==> config.mk <==
export PLATFORM = sky130hd
export DESIGN_NAME = uc_multicycle_flat
export DESIGN_NICKNAME = d
export VERILOG_FILES = /design/src/rtl/uc_multicycle_if.sv /design/src/rtl/uc_multicycle.sv /design/src/flat_wrapper.sv
export SDC_FILE = /design/constraint.sdc
export NUM_CORES = 1
export LEC_CHECK = 0
export ABC_AREA = 1
export BUFFER_PORTS_ARGS = -buffer_cell sky130_fd_sc_hd__buf_2
export CAP_MARGIN = 20
export CELL_PAD_IN_SITES_DETAIL_PLACEMENT = 2
export CELL_PAD_IN_SITES_GLOBAL_PLACEMENT = 2
export CORE_ASPECT_RATIO = 2
export CORE_MARGIN = 2
export CORE_UTILIZATION = 17
export CTS_CLUSTER_DIAMETER = 120
export DETAILED_ROUTE_END_ITERATION = 6
export GPL_ROUTABILITY_DRIVEN = 1
export PLACE_DENSITY_LB_ADDON = 0.1
export SYNTH_ARGS = -nofsm -noshare
export SYNTH_HDL_FRONTEND = slang
export SYNTH_SLANG_ARGS = --single-unit
==> constraint.sdc <==
create_clock -name clk -period 1.1 [get_ports clk]
set_input_delay 0.22 -clock clk [delete_from_list [all_inputs] [get_ports clk]]
set_output_delay 0.22 -clock clk [all_outputs]
set_load 0.1 [all_outputs]
==> src/rtl/uc_multicycle_if.sv <==
// uc_multicycle_if: control/status bundle between the multicycle controller and its datapath.
// Revision 1.0 - initial release.
`default_nettype none

interface uc_multicycle_if;
  logic [6:0]  opcode;
  logic [3:0]  alu_flags;
  logic        ir_en;
  logic        pc_en;
  logic        rf_we;
  logic        d_mem_we;
  logic        pc_src;
  logic        rf_src;
  logic        alu_src;
  logic [3:0]  alu_cmd;
  logic        halted;
  logic [2:0]  state_dbg;
  logic [31:0] instr_count;

  modport master (
    input  opcode, alu_flags,
    output ir_en, pc_en, rf_we, d_mem_we, pc_src, rf_src, alu_src,
           alu_cmd, halted, state_dbg, instr_count
  );

  modport slave (
    output opcode, alu_flags,
    input  ir_en, pc_en, rf_we, d_mem_we, pc_src, rf_src, alu_src,
           alu_cmd, halted, state_dbg, instr_count
  );
endinterface

`default_nettype wire

==> src/rtl/uc_multicycle.sv <==
// uc_multicycle: Moore control FSM for a multicycle RISC datapath; UC_INSTR_COUNT_EN adds a retired-instruction counter.
// Revision 1.0 - initial release.
`default_nettype none

module uc_multicycle (
  input  logic            clk,
  input  logic            reset,
  uc_multicycle_if.master bus
);

  localparam logic [2:0] S_FETCH     = 3'd0;
  localparam logic [2:0] S_DECODE    = 3'd1;
  localparam logic [2:0] S_EXECUTE   = 3'd2;
  localparam logic [2:0] S_MEM       = 3'd3;
  localparam logic [2:0] S_WRITEBACK = 3'd4;
  localparam logic [2:0] S_HALT      = 3'd5;

  localparam logic [6:0] OP_R   = 7'b0110011;
  localparam logic [6:0] OP_I   = 7'b0010011;
  localparam logic [6:0] OP_LD  = 7'b0000011;
  localparam logic [6:0] OP_ST  = 7'b0100011;
  localparam logic [6:0] OP_BEQ = 7'b1100011;

  localparam logic [3:0] CMD_ADD  = 4'b0000;
  localparam logic [3:0] CMD_SUB  = 4'b0001;
  localparam logic [3:0] CMD_RFN  = 4'b0010;
  localparam logic [3:0] CMD_IFN  = 4'b0011;

  logic [2:0] state_q, state_d;
  logic [6:0] opcode_q, opcode_d;
  logic       legal_op;
  logic       unused_flags;

  // Branch flags are consumed by the datapath's PC mux, not by the controller.
  assign unused_flags = ^bus.alu_flags;

  always_comb begin
    legal_op = 1'b0;
    case (bus.opcode)
      OP_R, OP_I, OP_LD, OP_ST, OP_BEQ: legal_op = 1'b1;
      default:                          legal_op = 1'b0;
    endcase
  end

  always_ff @(posedge clk) begin
    if (reset) begin
      state_q  <= S_FETCH;
      opcode_q <= '0;
    end else begin
      state_q  <= state_d;
      opcode_q <= opcode_d;
    end
  end

  always_comb begin
    state_d  = state_q;
    opcode_d = opcode_q;
    case (state_q)
      S_FETCH:  state_d = S_DECODE;
      S_DECODE: begin
        if (legal_op) begin
          state_d  = S_EXECUTE;
          opcode_d = bus.opcode;
        end else begin
          state_d  = S_HALT;
        end
      end
      S_EXECUTE: begin
        case (opcode_q)
          OP_R, OP_I:   state_d = S_WRITEBACK;
          OP_LD, OP_ST: state_d = S_MEM;
          default:      state_d = S_FETCH;
        endcase
      end
      S_MEM:       state_d = (opcode_q == OP_LD) ? S_WRITEBACK : S_FETCH;
      S_WRITEBACK: state_d = S_FETCH;
      S_HALT:      state_d = S_HALT;
      default:     state_d = S_FETCH;
    endcase
  end

  always_comb begin
    bus.ir_en     = 1'b0;
    bus.pc_en     = 1'b0;
    bus.rf_we     = 1'b0;
    bus.d_mem_we  = 1'b0;
    bus.pc_src    = 1'b0;
    bus.rf_src    = 1'b0;
    bus.alu_src   = 1'b0;
    bus.alu_cmd   = CMD_ADD;
    bus.halted    = 1'b0;
    bus.state_dbg = state_q;

    case (state_q)
      S_FETCH: bus.ir_en = 1'b1;
      S_EXECUTE: begin
        if (opcode_q == OP_BEQ) begin
          bus.pc_src = 1'b1;
          bus.pc_en  = 1'b1;
        end
      end
      S_MEM: begin
        if (opcode_q == OP_ST) begin
          bus.d_mem_we = 1'b1;
          bus.pc_en    = 1'b1;
        end
      end
      S_WRITEBACK: begin
        bus.rf_we  = 1'b1;
        bus.pc_en  = 1'b1;
        bus.rf_src = (opcode_q == OP_LD);
      end
      S_HALT:  bus.halted = 1'b1;
      default: ;
    endcase

    // ALU controls stay stable for every post-decode cycle of the instruction.
    if (state_q == S_EXECUTE || state_q == S_MEM || state_q == S_WRITEBACK) begin
      case (opcode_q)
        OP_R:         bus.alu_cmd = CMD_RFN;
        OP_I: begin
          bus.alu_src = 1'b1;
          bus.alu_cmd = CMD_IFN;
        end
        OP_LD, OP_ST: bus.alu_src = 1'b1;
        OP_BEQ:       bus.alu_cmd = CMD_SUB;
        default:      ;
      endcase
    end
  end

`ifdef UC_INSTR_COUNT_EN
  logic [31:0] count_q;

  always_ff @(posedge clk) begin
    if (reset) begin
      count_q <= '0;
    end else if (bus.pc_en) begin
      count_q <= count_q + 32'd1;
    end
  end

  assign bus.instr_count = count_q;
`else
  assign bus.instr_count = '0;
`endif

endmodule

`default_nettype wire

==> src/flat_wrapper.sv <==
// flat-port wrapper written by rule: the top's interface ports become plain ports
module uc_multicycle_flat 
  (clk, reset, bus_opcode, bus_alu_flags, bus_ir_en, bus_pc_en, bus_rf_we, bus_d_mem_we, bus_pc_src, bus_rf_src, bus_alu_src, bus_alu_cmd, bus_halted, bus_state_dbg, bus_instr_count);
  uc_multicycle_if bus_i ();
  input  logic clk;
  input  logic reset;
  input wire logic [$bits(bus_i.opcode)-1:0] bus_opcode;
  input wire logic [$bits(bus_i.alu_flags)-1:0] bus_alu_flags;
  output wire logic [$bits(bus_i.ir_en)-1:0] bus_ir_en;
  output wire logic [$bits(bus_i.pc_en)-1:0] bus_pc_en;
  output wire logic [$bits(bus_i.rf_we)-1:0] bus_rf_we;
  output wire logic [$bits(bus_i.d_mem_we)-1:0] bus_d_mem_we;
  output wire logic [$bits(bus_i.pc_src)-1:0] bus_pc_src;
  output wire logic [$bits(bus_i.rf_src)-1:0] bus_rf_src;
  output wire logic [$bits(bus_i.alu_src)-1:0] bus_alu_src;
  output wire logic [$bits(bus_i.alu_cmd)-1:0] bus_alu_cmd;
  output wire logic [$bits(bus_i.halted)-1:0] bus_halted;
  output wire logic [$bits(bus_i.state_dbg)-1:0] bus_state_dbg;
  output wire logic [$bits(bus_i.instr_count)-1:0] bus_instr_count;
  assign bus_i.opcode = bus_opcode;
  assign bus_i.alu_flags = bus_alu_flags;
  assign bus_ir_en = bus_i.ir_en;
  assign bus_pc_en = bus_i.pc_en;
  assign bus_rf_we = bus_i.rf_we;
  assign bus_d_mem_we = bus_i.d_mem_we;
  assign bus_pc_src = bus_i.pc_src;
  assign bus_rf_src = bus_i.rf_src;
  assign bus_alu_src = bus_i.alu_src;
  assign bus_alu_cmd = bus_i.alu_cmd;
  assign bus_halted = bus_i.halted;
  assign bus_state_dbg = bus_i.state_dbg;
  assign bus_instr_count = bus_i.instr_count;
  uc_multicycle u_core (.clk(clk), .reset(reset), .bus(bus_i));
endmodule
# Yosys cells after proc, flatten, opt, wreduce, memory -nomap -nowiden
# Index checks and enable logic that the tools add are counted.
[totals]
word_cells = 43
reg_bits = 10
out_inout_bits = 47
[op_classes]
reduce_logical = 8
n_mux = 18
n_eq_ne = 15
[ops]
columns = ["operator", "n"]
rows = [
  ["equality test 7 x 6 -> 1 bit, second input constant", 4],
  ["case mux 3 bit (5 select lines)", 1],
  ["equality test 7 x 2 -> 1 bit, second input constant", 2],
  ["equality test 7 x 5 -> 1 bit, second input constant", 2],
  ["equality test 7 bit, second input constant", 2],
  ["two-way mux 1 bit", 11],
  ["equality test 3 x 2 -> 1 bit, second input constant", 2],
  ["equality test 3 bit, second input constant", 2],
  ["two-way mux 3 bit", 2],
  ["case mux 2 bit (3 select lines)", 1],
  ["case mux 3 bit (2 select lines)", 1],
  ["OR reduction 5 bit", 1],
  ["two-way mux 4 bit", 1],
  ["OR reduction 2 bit", 2],
  ["equality test 3 x 1 -> 1 bit, second input constant", 1],
  ["zero test 3 bit", 1],
  ["case mux 1 bit (3 select lines)", 1],
  ["OR reduction 3 bit", 1],
  ["logical OR 1 bit", 2],
  ["AND reduction 2 bit", 1],
]

# Longest topological paths before layout
[depth]
ltp_word = 5
depth_mapped = 8
depth_no_buf = 8

# Worst setup path after synthesis
# No wires, ideal clock.
[synth_timing]
kind = "register to output"
start = "register u_core.state_q[2], in the netlist u_core.bus.state_dbg[2]"
end = "output bus_alu_src"
path_slack_ns = -1.808
stages_incl_launch_ff = 5
t_required_ns = 0.880
arrival_ns = 2.688
path_cell_list = "dfxtp_1 > nand2_1 > nand2_1 > inv_1 > nor2_1"
[synth_between]
elab_chain_len = 4
elab_cells_between_ends = 6
cone_classes = "eq/ne: 3; mux: 1; reduce/logical: 2"
[synth_rtl]
columns = ["item", "line_no", "rtl"]
rows = [
  ["start: declaration", "uc_multicycle.sv:29", "logic [2:0] state_q, state_d;"],
  ["start signal: assignment", "uc_multicycle.sv:50", "state_q <= state_d;"],
  ["equality test 3 x 2 -> 1 bit", "uc_multicycle.sv:118", "if (state_q == S_EXECUTE || state_q == S_MEM || state_q == S_WRITEBACK) begin"],
  ["logical OR 1 bit", "uc_multicycle.sv:118", ""],
  ["logical OR 1 bit *", "uc_multicycle.sv:118", ""],
  ["two-way mux 1 bit *", "uc_multicycle.sv:118", ""],
  ["end: declaration", "flat_wrapper.sv:15", "output wire logic [$bits(bus_i.alu_src)-1:0] bus_alu_src;"],
]
# Every way passes the cells marked *; elsewhere a longest branch is shown, timed or not.

# Worst setup path in the final report
[layout_timing]
start = "register u_core.state_q[2], in the netlist u_core.bus.state_dbg[2]"
end = "output bus_pc_src"
[layout_between]
elab_chain_len = 2
[layout_rtl]
columns = ["item", "line_no", "rtl"]
rows = [
  ["equality test 3 x 2 -> 1 bit", "uc_multicycle.sv:94", "case (state_q)"],
  ["two-way mux 1 bit", "uc_multicycle.sv:94", ""],
  ["end: declaration", "flat_wrapper.sv:13", "output wire logic [$bits(bus_i.pc_src)-1:0] bus_pc_src;"],
]
# Every way passes these cells.

==> results by group <==
Die
  • Core Rows: 36
  • Top Ports: 60
  • Starting Density: 0.175
  • Die area: 5630 µm²
  • Die X: 54.1 µm
  • Core area: 4860 µm²
  • Die height: 104 µm

Synth
  • Largest area contributor in the synthesized netlist: buf_4
  • Top cells by area, synth: buf_4, dfxtp_1, nand2_1
  • Share of the yosys chip area belonging to registers: 0.235
  • Synthesized area: 852 µm²
  • Synthesis-stage register bit count: 10
  • Syn Inst Count: 135
  • Avg Cell Area, Syn: 6.31 µm²
  • Unique masters post-synth: 15
  • Synth warn: 0
  • Yosys top cell area share: 0.300

Worst setup path
  • Flop2flop setup slack: -0.26 ns
  • Setup crit start kind: flop
  • Critical path peak fanout: 3
  • Sequence of cells on the critical path: inv_2 -> nand2_2 -> nor2_2 -> nand4_1 -> clkinvlp_4 -> buf_12
  • CP arrival: 1.43 ns
  • Reg2Reg Capture Point: u_core.opcode_q[5]
  • Worst Setup Path Type: flop to output port
  • CP max stage cell: dfxtp_4
  • CP required: 0.88 ns
  • Slowest stage delay, CP: 0.34 ns
  • Crit Reg-Reg Startpoint: u_core.bus.state_dbg[2]
  • Crit end category: output port
  • Reg2reg path depth: 9

Finish
  • Post-route insts no fill: 245
  • Area added between synthesis and finish: 92.2%
  • Design area: 1640 µm²
  • Fill cell count: 584
  • Layout Nets: 202
  • Ant diodes: 0
  • Share of post-route cells with drive strength above 1: 0.622
  • Most common cell after layout, fill and taps aside: conb_1
  • Commonest cells after routing, fill and taps aside: conb_1, buf_4, nand2_1, buf_6

Drt
  • Vias: 893
  • Via density per instance: 3.64
  • 1st-iter DRT viols: 1
  • ANT nets after route: 0
  • Post-DR wirelength/cell: 12.2 µm
  • # DRC: 0
  • First drt pass iteration count: 2
  • Routed WL: 2980 µm

Clocking
  • Num CTS Buffers: 3
  • Root Buffer Master: clkbuf_8
  • Clk pin slew, worst setup/hold paths: 0.05 ns
  • CTS Buffer Depth: 2
  • TritonCTS Sinks: 10
  • CTS tree: done
  • Clock Latency Late Sink: 0.23 ns
  • H-tree level count: 1

Pwr
  • NetSw: 1080 µW
  • Total power: 2010 µW
  • Reg power frac: 0.199
  • Static Leak: 0.000739 µW
  • Clk pwr share: 0.191
  • Worst VDD drop: 0.000609 V
  • Internal: 929 µW
  • PD cells: 1230 nW/µm²
  • Switching share of power: 0.538
  • Comb power frac: 0.610

Placement
  • Routability-driven placement congestion ratio: 0.693
  • Pre-CTS WS: -0.343 ns
  • Area post-placement: 1320 µm²
  • HPWL Detailed: 2350 µm
  • IO Port Bufs: 21
  • Placed cells: 231

Min path
  • Hold Path Depth: 3
  • Hold Path Origin: bus_opcode[4]
  • WHS Endpoint: u_core.opcode_q[4]
  • Hold WC Path Type: input pin to flop

Global routing
  • Gr usage total: 0.109
  • Initial antenna violation count: 0
  • First-pass GRT wire length: 4580 µm
  • Vias in the first global route: 970
  • Gr ovfl total: 0
  • Largest net degree at the start of global routing: 10

STA
  • Fin. Hold Viols: 0
  • Fin Clk Skew: 0.00535 ns
  • Slew Viols, Final: 0
  • RSZ-0062 raised after global routing: yes
  • Minimum hold slack: 0.249 ns
  • # setup viols final: 23
  • Min Tclk post-route: 1.65 ns
  • Period utilisation layout: 1.50
  • Final setup margin: -0.549 ns
  • Fmax: 606 MHz

Run
  • Max_cap viols: 0

Status
  • Failing checks: negative setup slack
  • Outcome: complete, but fails checks
cells in the mapped netlist:
library cell	count
buf_4	34
nand2_1	30
inv_1	20
nor2_1	20
dfxtp_1	10
a21oi_1	6
nand3_1	6
nand4_1	2
buf_1	1
conb_1	1
inv_2	1
nand3_4	1
nor2_4	1
nor3_4	1
o21ai_1	1
layer usage:
| layer | track usage | up-vias | part of all wire |
|---|---|---|---|
| li1 | - | 441 | - |
| met1 | 0.0888 | 426 | 0.27 |
| met2 | 0.240 | 24 | 0.69 |
| met3 | 0.00431 | 2 | 0.031 |
| met4 | 0.0321 | 0 | 0.0057 |
| met5 | 0 | - | 0 |
timing repair:
action	in CTS	in global routing
resized for setup	31	37
endpoints found under the setup margin	23	23
setup buffers	6	9
gates cloned	1	0
hold buffers	0	0
pin swaps	12	16
power by group through the flow:
stage | logic (µW) | clock network, µW | registers (µW)
finish | 1230 | 384 | 400
global route | 1270 | 428 | 401
CTS | 1140 | 396 | 397
detailed placement | 1060 | 0 | 400
global placement | 1050 | 0 | 399
floorplan | 843 | 0 | 480
logic make-up after synthesis:
kind of cell	share of synthesized area
DFF	0.235
and+or+nand+nor	0.323
buffers and inverters	0.396
AOI/OAI and AO/OA	0.0411
other	0.00440
how the worst max path moves through the flow:
stage	startpoint	endpoint	slack [ns]	cells past startpoint
2_1_floorplan	u_core.bus.state_dbg[1]	bus_alu_cmd[1]	-0.53	5
3_3_place_gp	u_core.opcode_q[3]	bus_alu_src	-0.32	8
3_5_place_dp	u_core.opcode_q[1]	bus_alu_src	-0.34	7
4_1_cts	u_core.opcode_q[2]	bus_pc_src	-0.57	6
5_1_grt	u_core.opcode_q[3]	bus_pc_src	-0.62	6
6_report	u_core.bus.state_dbg[2]	bus_pc_src	-0.55	6
state kept, by name, indices dropped and copies added, names as in the netlist:
register / count
u_core.opcode_q: 7
u_core.bus.state_dbg: 3
layout make-up:
class	instances	area, µm²	share of cell area
Inverter	21	103	0.0626
Timing Repair Buffer	50	571	0.348
Tap cell	57	71.3	0.0435
Multi-Input combinational cell	103	631	0.385
Clock buffer	4	45.0	0.0275
Sequential cell	10	218	0.133
metrics by stage:
step / TNS (ns) / utilization
5_1_grt: -8.68 / 0.337
3_5_place_dp: -3.73 / 0.271
6_report: -7.13 / 0.337
4_1_cts: -6.14 / 0.308
3_3_place_gp: -3.14 / 0.271
2_1_floorplan: -5.63 / -
worst max-delay path: cells and delay by family (launching register included):
family	cells	cell delay [ns]
buffers and inverters	3	0.41
DFF	1	0.34
and+or+nand+nor	3	0.42
No activity file was read; power rests on OpenSTA's default activity.
